File: src/rtl/dds_sweep_ctrl_pkg.sv
// Shared definitions for the DDS sweep controller: default widths, mode codes and FSM states.
package dds_sweep_ctrl_pkg;

  localparam int KW_DEFAULT      = 32;
  localparam int DWELL_W_DEFAULT = 16;

  localparam logic [1:0] MODE_SINGLE = 2'd0;
  localparam logic [1:0] MODE_SAW    = 2'd1;
  localparam logic [1:0] MODE_TRI    = 2'd2;

  // The step decision is taken inside the expiring dwell cycle, so no separate step state exists.
  typedef enum logic [2:0] {
    ST_IDLE  = 3'd0,
    ST_LOAD  = 3'd1,
    ST_DWELL = 3'd2,
    ST_DONE  = 3'd3
  } state_t;

endpackage

File: src/rtl/dds_sweep_ctrl_dwell_timer.sv
// Loadable dwell down-counter; expire is high for the single cycle in which the count reaches zero.
module sweep_dwell_timer
  import dds_sweep_ctrl_pkg::*;
#(
  parameter int DWELL_W = DWELL_W_DEFAULT
) (
  input  logic               clk,
  input  logic               rst_n,
  input  logic               load,
  input  logic               clear,
  input  logic [DWELL_W-1:0] load_val,
  output logic               expire
);

  localparam logic [DWELL_W-1:0] ONE = {{(DWELL_W-1){1'b0}}, 1'b1};

  logic [DWELL_W-1:0] count_r;
  logic               armed_r;

  // Count down after a load; disarm once zero has been reported.
  always_ff @(posedge clk or negedge rst_n) begin
    if (!rst_n) begin
      count_r <= '0;
      armed_r <= 1'b0;
    end else if (clear) begin
      count_r <= '0;
      armed_r <= 1'b0;
    end else if (load) begin
      count_r <= load_val;
      armed_r <= 1'b1;
    end else if (armed_r) begin
      if (count_r == '0) begin
        armed_r <= 1'b0;
      end else begin
        count_r <= count_r - ONE;
      end
    end
  end

  assign expire = armed_r && (count_r == '0);

endmodule

File: src/rtl/dds_sweep_ctrl.sv
// Frequency-sweep controller driving the DDS word K, its load strobe Ken and the run enable.
module dds_sweep_ctrl
  import dds_sweep_ctrl_pkg::*;
#(
  parameter int KW      = KW_DEFAULT,
  parameter int DWELL_W = DWELL_W_DEFAULT
) (
  input  logic               clk,
  input  logic               rst_n,
  input  logic               start,
  input  logic               abort,
  input  logic [KW-1:0]      k_start,
  input  logic [KW-1:0]      k_stop,
  input  logic [KW-1:0]      k_step,
  input  logic [DWELL_W-1:0] dwell,
  input  logic [1:0]         mode,
  output logic [KW-1:0]      K,
  output logic               Ken,
  output logic               dds_en,
  output logic               busy,
  output logic               done
);

  localparam logic [DWELL_W-1:0] DWELL_ONE = {{(DWELL_W-1){1'b0}}, 1'b1};

  // Next word with carry/borrow and overshoot clamped to the endpoint; a zero step jumps there.
  function automatic logic [KW-1:0] step_next(input logic [KW-1:0] cur, input logic [KW-1:0] step,
                                              input logic [KW-1:0] stop, input logic up);
    logic [KW:0] nxt;
    logic        clamp;
    if (up) begin
      nxt   = {1'b0, cur} + {1'b0, step};
      clamp = nxt[KW] || (nxt[KW-1:0] > stop);
    end else begin
      nxt   = {1'b0, cur} - {1'b0, step};
      clamp = nxt[KW] || (nxt[KW-1:0] < stop);
    end
    if (step == '0) begin
      clamp = 1'b1;
    end else begin
      clamp = clamp;
    end
    return clamp ? stop : nxt[KW-1:0];
  endfunction

  state_t             state_r, state_s;
  logic [KW-1:0]      start_sh_r, stop_sh_r, step_sh_r;
  logic [DWELL_W-1:0] dwell_m1_r;
  logic [1:0]         mode_sh_r;
  logic               up_r;
  logic [KW-1:0]      k_s;
  logic [DWELL_W-1:0] dwell_ld_s;
  logic               capture_s, swap_s, timer_load_s, expire_s;

  sweep_dwell_timer #(.DWELL_W(DWELL_W)) u_timer (
    .clk      (clk),
    .rst_n    (rst_n),
    .load     (timer_load_s),
    .clear    (abort),
    .load_val (dwell_ld_s),
    .expire   (expire_s)
  );

  // Next-state, next word and shadow-register control.
  always_comb begin
    state_s      = state_r;
    k_s          = K;
    capture_s    = 1'b0;
    swap_s       = 1'b0;
    timer_load_s = 1'b0;
    dwell_ld_s   = dwell_m1_r;
    if (abort) begin
      state_s = ST_IDLE;
    end else begin
      case (state_r)
        ST_IDLE: begin
          if (start) begin
            state_s      = ST_LOAD;
            k_s          = k_start;
            capture_s    = 1'b1;
            timer_load_s = 1'b1;
            dwell_ld_s   = (dwell == '0) ? '0 : dwell - DWELL_ONE;
          end else begin
            state_s = ST_IDLE;
          end
        end
        ST_LOAD, ST_DWELL: begin
          state_s = ST_DWELL;
          if (expire_s && (K != stop_sh_r)) begin
            state_s      = ST_LOAD;
            k_s          = step_next(K, step_sh_r, stop_sh_r, up_r);
            timer_load_s = 1'b1;
          end else if (expire_s) begin
            case (mode_sh_r)
              MODE_SAW: begin
                state_s      = ST_LOAD;
                k_s          = start_sh_r;
                timer_load_s = 1'b1;
              end
              MODE_TRI: begin
                // Turn around: the old start becomes the new stop; equal endpoints just hold.
                if (start_sh_r != stop_sh_r) begin
                  state_s      = ST_LOAD;
                  swap_s       = 1'b1;
                  k_s          = step_next(K, step_sh_r, start_sh_r, !up_r);
                  timer_load_s = 1'b1;
                end else begin
                  state_s = ST_DWELL;
                end
              end
              default: state_s = ST_DONE;
            endcase
          end else begin
            state_s = ST_DWELL;
          end
        end
        ST_DONE: state_s = ST_IDLE;
        default: state_s = ST_IDLE;
      endcase
    end
  end

  // State register and registered DDS-facing outputs.
  always_ff @(posedge clk or negedge rst_n) begin
    if (!rst_n) begin
      state_r <= ST_IDLE;
      K       <= '0;
      Ken     <= 1'b0;
      dds_en  <= 1'b0;
      busy    <= 1'b0;
      done    <= 1'b0;
    end else begin
      state_r <= state_s;
      Ken     <= (state_s == ST_LOAD);
      busy    <= (state_s == ST_LOAD) || (state_s == ST_DWELL);
      done    <= (state_s == ST_DONE);
      if (state_s == ST_LOAD) begin
        K <= k_s;
      end
      if (abort) begin
        dds_en <= 1'b0;
      end else if (state_s == ST_LOAD) begin
        dds_en <= 1'b1;
      end
    end
  end

  // Shadow configuration, captured on an accepted start and swapped at triangle turn points.
  always_ff @(posedge clk or negedge rst_n) begin
    if (!rst_n) begin
      start_sh_r <= '0;
      stop_sh_r  <= '0;
      step_sh_r  <= '0;
      dwell_m1_r <= '0;
      mode_sh_r  <= MODE_SINGLE;
      up_r       <= 1'b0;
    end else if (capture_s) begin
      start_sh_r <= k_start;
      stop_sh_r  <= k_stop;
      step_sh_r  <= k_step;
      dwell_m1_r <= dwell_ld_s;
      mode_sh_r  <= mode;
      up_r       <= (k_start <= k_stop);
    end else if (swap_s) begin
      start_sh_r <= stop_sh_r;
      stop_sh_r  <= start_sh_r;
      up_r       <= !up_r;
    end
  end

endmodule

File: config.mk
export PLATFORM = sky130hd
export DESIGN_NAME = dds_sweep_ctrl
export DESIGN_NICKNAME = d
export VERILOG_FILES = /design/src/rtl/dds_sweep_ctrl_pkg.sv /design/src/rtl/dds_sweep_ctrl_dwell_timer.sv /design/src/rtl/dds_sweep_ctrl.sv
export SDC_FILE = /design/constraint.sdc
export NUM_CORES = 1
export LEC_CHECK = 0
export ABC_AREA = 1
export BUFFER_PORTS_ARGS = -buffer_cell sky130_fd_sc_hd__buf_2
export CELL_PAD_IN_SITES_DETAIL_PLACEMENT = 2
export CELL_PAD_IN_SITES_GLOBAL_PLACEMENT = 2
export CORE_MARGIN = 2
export CORE_UTILIZATION = 30
export DETAILED_ROUTE_END_ITERATION = 8
export PLACE_DENSITY_LB_ADDON = 0.1
export REMOVE_ABC_BUFFERS = 1
export SYNTH_ARGS = -nofsm -noshare
export SYNTH_HDL_FRONTEND = slang
export SYNTH_SLANG_ARGS = --single-unit
File: constraint.sdc
create_clock -name clk -period 3.9 [get_ports clk]
set_clock_uncertainty 0.05 [all_clocks]
set_input_delay 0.39 -clock clk [delete_from_list [all_inputs] [get_ports clk]]
set_output_delay 0.39 -clock clk [all_outputs]
set_load 0.02 [all_outputs]
==> summary.log, run 1 <==
[setup_path] number of buffers and inverters on the critical path 5
[floorplan] Die Span X 265.2 um
[status] failing checks negative setup slack
[yosys] sequential-to-total area share from yosys stat 20.79%
[hold_path] worst hold path type in2reg
[setup_path] CP Class reg2reg
[clocking] number of H-tree branching levels 4
[place] routability congestion estimate from global placement 0.9697
[yosys] Yosys cell types 56
[timing] final-report setup violation count 32
[finish] Layout area overhead 46.30%
[timing] Max transition margin 22.84%
[route] overall routed net length 131.4 mm
[timing] final number of max-transition violations 0
[yosys] ys async rst share 100.0%
[clocking] number of buffers created by CTS 17
[setup_path] CP peak stage delay 0.40 ns
[status] status finished, violations left
[finish] Fill cells 7,916
[finish] share of final-layout standard cells stronger than drive strength 1 36.46%
[finish] net total in the final layout 4,268
[setup_path] crit path max-delay cell type dfrtp_1
[route] routed len/inst 27.36 um
[setup_path] kind of launch point of the worst setup path flop
[timing] minimum clock period 4.700 ns
[setup_path] kind of end point of the critical path flop
[yosys] combined area of all synthesized cells 0.02047 sq mm
[floorplan] starting density of the core 30.37%
[grt] antenna violations before repair 5
[yosys] number of warnings issued by yosys 0
[yosys] total of flip-flops plus latches after synthesis 170
[clocking] clock transition at the register clock pins on the worst setup and hold paths after CTS 0.09 ns
[floorplan] area of the placeable core 0.06740 sq mm
[timing] endpoints failing hold 0
[grt] wire length of the first global-routing pass 178.4 mm
[place] number of input and output port buffers inserted 153
[timing] slew at the pin closest to its max-slew limit 1.153 ns
[floorplan] chip height 265.2 um
[finish] most frequent cells in the layout nand2_1, buf_4, inv_1
[floorplan] Die Area 0.07033 sq mm
[job] number of max-cap violations 0
[timing] final worst setup slack -0.7997 ns
[grt] vias in the first global route 28,260
[grt] maximum number of pins on one net before global-route repair 85
[timing] Final Cycle Share 120.5%
[setup_path] Most Frequent Cell on Critical Path nand2_1
[clocking] Worst-Skew Late Latency 0.54 ns
[route] count of antenna-violating nets left after detailed routing 0
[route] remaining design rule violation count 0
[timing] highest clock frequency the design can meet 212.8 MHz
[timing] Setup TNS Final -21.76 ns
[place] detailed placer's ending HPWL 93.26 mm
[setup_path] kind of cell adding the most delay to the critical path simple AND/OR/NAND/NOR gates
[grt] Total Routing Usage GR 33.76%
[yosys] average instance area after synthesis 6.245 sq um
[route] DRT iter0 DRCs 1,860
[finish] most frequent standard cell in the layout excluding fill and tap cells nand2_1
[route] post-detailed-route via-to-cell ratio 5.497
[clocking] CTS tree done
[floorplan] number of rows created at floorplan 95
[setup_path] crit path max fanout 10
[setup_path] Worst Path Arrival 5.07 ns
[clocking] number of buffers on the longest clock path 2
[yosys] synthesized netlist cell count 3,277
[setup_path] worst path required time 4.27 ns
[route] number of vias in the routed layout 26,400
[yosys] Primary FF master, synth dfrtp_1
[timing] worst slack on hold paths 0.01180 ns
[timing] RSZ-0062 raised after global routing true
[clocking] clk root buf clkbuf_16
[floorplan] ports placed on the boundary 154
[yosys] number of synthesized flops with an enable pin 0
[grt] global-route congestion overflow total 0
[finish] Antenna diodes 0
[clocking] clock net sink count 170
[route] router iterations before antenna repair 5
==> area by class of cell <==
| type | count | area [sq um] | area share (%) |
|---|---|---|---|
| Clock buffer | 17 | 425.4 | 1.421 |
| Clock inverter | 15 | 201.4 | 0.6728 |
| Inverter | 489 | 1844 | 6.160 |
| Multi-Input combinational cell | 2502 | 16450 | 54.93 |
| Sequential cell | 170 | 4273 | 14.27 |
| Tap cell | 873 | 1092 | 3.648 |
| Timing Repair Buffer | 737 | 5658 | 18.90 |
==> worst min-delay path: stages <==
cell	delay, ns
buf_2	0.08
nand2_1	0.04
o21ai_0	0.05
==> state kept, by name, indices dropped and copies added, names as in the netlist, 2 cells and up <==
name and count:
K 32, start_sh_r 32, step_sh_r 32, stop_sh_r 32, dwell_m1_r 16, u_timer.count_r 16
mode_sh_r 2, state_r 2
==> timing repair <==
item                                    in CTS  in global routing
gates resized for setup                    427                345
endpoints found under the setup margin      32                 32
hold buffers                                 3                  0
pin swaps                                  139                137
buffers inserted                            58                 53
endpoints found under the hold margin       45                  0
cloned                                       3                  3
==> worst paths after layout <==
path | slack [ns] | depth (start not counted) | to | start
min in group asynchronous | 0.36 | 2 | step_sh_r[4] | rst_n
min | 0.01 | 3 | step_sh_r[10] | k_step[10]
max reg2reg | -0.80 | 29 | K[7] | K[18]
min reg2reg | 0.44 | 2 | dwell_m1_r[11] | dwell_m1_r[11]
max in group asynchronous | 2.23 | 4 | step_sh_r[22] | rst_n
max | -0.80 | 29 | K[7] | K[18]
==> cells by family (layout without fill, tap and decap cells) <==
group | Yosys count | after routing | share of synthesized area, %
xor+xnor | 57 | 57 | 2.439
fa+ha+maj | 233 | 233 | 14.32
simple gates | 1785 | 1785 | 37.45
mux | 2 | 2 | 0.09782
compound gates | 425 | 425 | 12.80
buf+inv | 605 | 1258 | 12.11
flops | 170 | 170 | 20.79
==> stage by stage <==
step / utilization, % / worst slack, ns / instances / instance area, sq um
after floorplan: - / -7.369 / 3161 / 19820
after global placement: 37.64 / -1.257 / 4656 / 25370
after detailed placement: 37.64 / -1.411 / 4656 / 25370
after CTS: 41.72 / -0.4929 / 4751 / 28120
after global routing: 44.43 / -0.9511 / 4803 / 29940
final: 44.43 / -0.7997 / 4803 / 29940
==> metal layers <==
layer  global-route usage [%]  wire length [um]
met5                        0                13
met3                    4.138              7190
met1                    45.48             57530
met2                    56.06             61760
met4                    10.78              4923
==> cells in the mapped netlist, types with 26 or more instances <==
cell type,n,area [sq um]
nor2_1,188,705.7
xor2_1,46,402.9
ha_1,231,2890
nor3_1,26,130.1
nand4_1,78,488.0
clkbuf_1,48,180.2
inv_1,468,1757
buf_2,34,170.2
nand3_1,308,1541
o21ai_0,142,710.7
dfrtp_1,170,4254
a21oi_1,151,755.7
o211ai_1,41,307.8
nand2_1,1098,4121
Power of run 1 is left out: the tool's default activity adds up to more than one toggle a clock period on the data nets, which glitch-free logic cannot reach.
==> run 2: changes to the inputs <==
Clock period 3.9 ns to 4.1 ns, I/O delays scaled along.
==> summary.log, run 2 (synthesized netlist as in run 1, its figures left out) <==
[grt] antenna violations before repair 8 [+3]
[grt] maximum number of pins on one net before global-route repair 195 [+130%]
[clocking] number of buffers created by CTS 17 [unchanged]
[timing] final number of max-transition violations 0 [unchanged]
[route] DRT iter0 DRCs 1,636 [-12%]
[timing] final-report setup violation count 32 [unchanged]
[clocking] number of buffers on the longest clock path 2 [unchanged]
[floorplan] chip height 265.2 um [unchanged]
[grt] global-route congestion overflow total 0 [unchanged]
[timing] slew at the pin closest to its max-slew limit 1.155 ns [+0.001789 ns]
[setup_path] R2R Path Start K[11]
[timing] Final Cycle Share 113.7% [-6.8 points]
[clocking] clk root buf clkbuf_16
[setup_path] kind of launch point of the worst setup path flop
[finish] net total in the final layout 4,229 [-0.91%]
[status] status finished, violations left
[timing] minimum clock period 4.662 ns [-0.03801 ns]
[route] remaining design rule violation count 0 [unchanged]
[floorplan] area of the placeable core 0.06740 sq mm [unchanged]
[grt] vias in the first global route 27,610 [-2.3%]
[finish] Fill cells 7,972 [+0.71%]
[setup_path] kind of end point of the critical path flop
[place] routability congestion estimate from global placement 1.001 [+3.2%]
[route] routed len/inst 26.96 um [-1.4%]
[hold_path] startpoint of the worst hold path k_step[24]
[floorplan] ports placed on the boundary 154 [unchanged]
[setup_path] Worst R2R Setup Slack -0.56 ns [+0.24 ns]
[clocking] CTS tree done
[timing] endpoints failing hold 0 [unchanged]
[finish] most frequent standard cell in the layout excluding fill and tap cells nand2_1
[timing] Max transition margin 22.72% [-0.12 points]
[clocking] clock transition at the register clock pins on the worst setup and hold paths after CTS 0.11 ns [+0.02 ns]
[hold_path] worst hold path type in2reg
[hold_path] number of instances on the worst hold path 3 [unchanged]
[timing] Setup TNS Final -13.57 ns [+8.182 ns]
[floorplan] number of rows created at floorplan 95 [unchanged]
[timing] RSZ-0062 raised after global routing true
[clocking] clock net sink count 170 [unchanged]
[place] number of input and output port buffers inserted 153 [unchanged]
[grt] Total Routing Usage GR 32.95% [-0.82 points]
[route] overall routed net length 128.5 mm [-2.2%]
[route] count of antenna-violating nets left after detailed routing 0 [unchanged]
[setup_path] CP Class reg2reg
[setup_path] CP peak stage delay 0.49 ns [+0.09 ns]
[place] detailed placer's ending HPWL 91.06 mm [-2.4%]
[floorplan] Die Span X 265.2 um [unchanged]
[finish] most frequent cells in the layout nand2_1, buf_4, inv_1
[hold_path] endpoint of the worst hold-timing path step_sh_r[24]
[route] post-detailed-route via-to-cell ratio 5.505 [+0.16%]
[timing] final worst setup slack -0.5616 ns [+0.2380 ns]
[setup_path] crit path max-delay cell type dfrtp_2
[finish] share of final-layout standard cells stronger than drive strength 1 36.83% [+0.37 points]
[route] router iterations before antenna repair 5 [unchanged]
[setup_path] depth of the most critical reg-to-reg path 33 [+14%]
[floorplan] starting density of the core 30.37% [unchanged]
[timing] highest clock frequency the design can meet 214.5 MHz [+0.81%]
[setup_path] crit path max fanout 6 [-4]
[floorplan] Die Area 0.07033 sq mm [unchanged]
[job] number of max-cap violations 0 [unchanged]
[setup_path] Worst Path Arrival 5.01 ns [-0.06 ns]
[setup_path] reg-to-reg critical path endpoint K[6]
[timing] worst slack on hold paths 0.03196 ns [+0.02016 ns]
[clocking] Worst-Skew Late Latency 0.54 ns [about the same]
[clocking] number of H-tree branching levels 4 [unchanged]
[status] failing checks negative setup slack
[route] number of vias in the routed layout 26,230 [-0.64%]
[setup_path] Most Frequent Cell on Critical Path nand2_1
[finish] Layout area overhead 44.81%
[grt] wire length of the first global-routing pass 174.3 mm [-2.3%]
[setup_path] worst path required time 4.45 ns [+0.18 ns]
-- run 2: layout make-up --
class	instances	area (sq um)	share of cell area, %
Antenna cell	1	2.502	0.008443
Clock buffer	17	425.4	1.435
Clock inverter	15	219.0	0.7388
Inverter	489	1846	6.227
Multi-Input combinational cell	2502	16470	55.56
Sequential cell	170	4280	14.44
Tap cell	873	1092	3.686
Timing Repair Buffer	698	5306	17.90
-- run 2: worst max-delay path, delay by kind of cell, from the launching register on --
| kind | cells | cell delay (ns) |
|---|---|---|
| buffers and inverters | 7 | 0.82 |
| adder cells (fa/ha/maj) | 2 | 0.62 |
| AO/OA/AOI/OAI | 2 | 0.27 |
| AND/OR/NAND/NOR | 22 | 2.23 |
| flip-flops | 1 | 0.49 |
-- run 2: worst max path at each step --
stage,from,to,slack [ns],cells past startpoint
floorplan,state_r[0],stop_sh_r[21],-7.17,8
global placement,K[20],K[23],-1.19,29
detailed placement,K[20],K[23],-1.31,29
CTS,K[0],K[23],-0.30,29
global route,K[11],K[6],-0.72,33
finish,K[11],K[6],-0.56,33
-- run 2: metrics by stage --
stage | cells | cell area (sq um) | setup WS [ns] | util (%)
after detailed placement | 4612 | 25010 | -1.309 | 37.11
after floorplan | 3161 | 19820 | -7.169 | -
after CTS | 4702 | 27740 | -0.2962 | 41.16
after global routing | 4764 | 29630 | -0.7158 | 43.97
final | 4765 | 29640 | -0.5616 | 43.97
after global placement | 4612 | 25010 | -1.187 | 37.11
-- run 2: repair_timing --
action | 4_1_cts | 5_1_grt
gates resized for setup | 428 | 370
hold buffers | 1 | 0
endpoints found under the setup margin | 32 | 32
pin swaps | 109 | 165
gates cloned | 0 | 3
setup buffers | 57 | 60
hold endpoints to repair | 63 | 0
-- run 2: per-layer routing --
layer | vias up | part of all wire (%) | global-route usage (%)
met4 | 4 | 4.6 | 10.15
met2 | 763 | 47 | 54.82
met3 | 262 | 4.3 | 3.036
met5 | - | 0.018 | 0
met1 | 13470 | 44 | 45.05
li1 | 11730 | - | -
Power of run 2 is left out for the same reason.
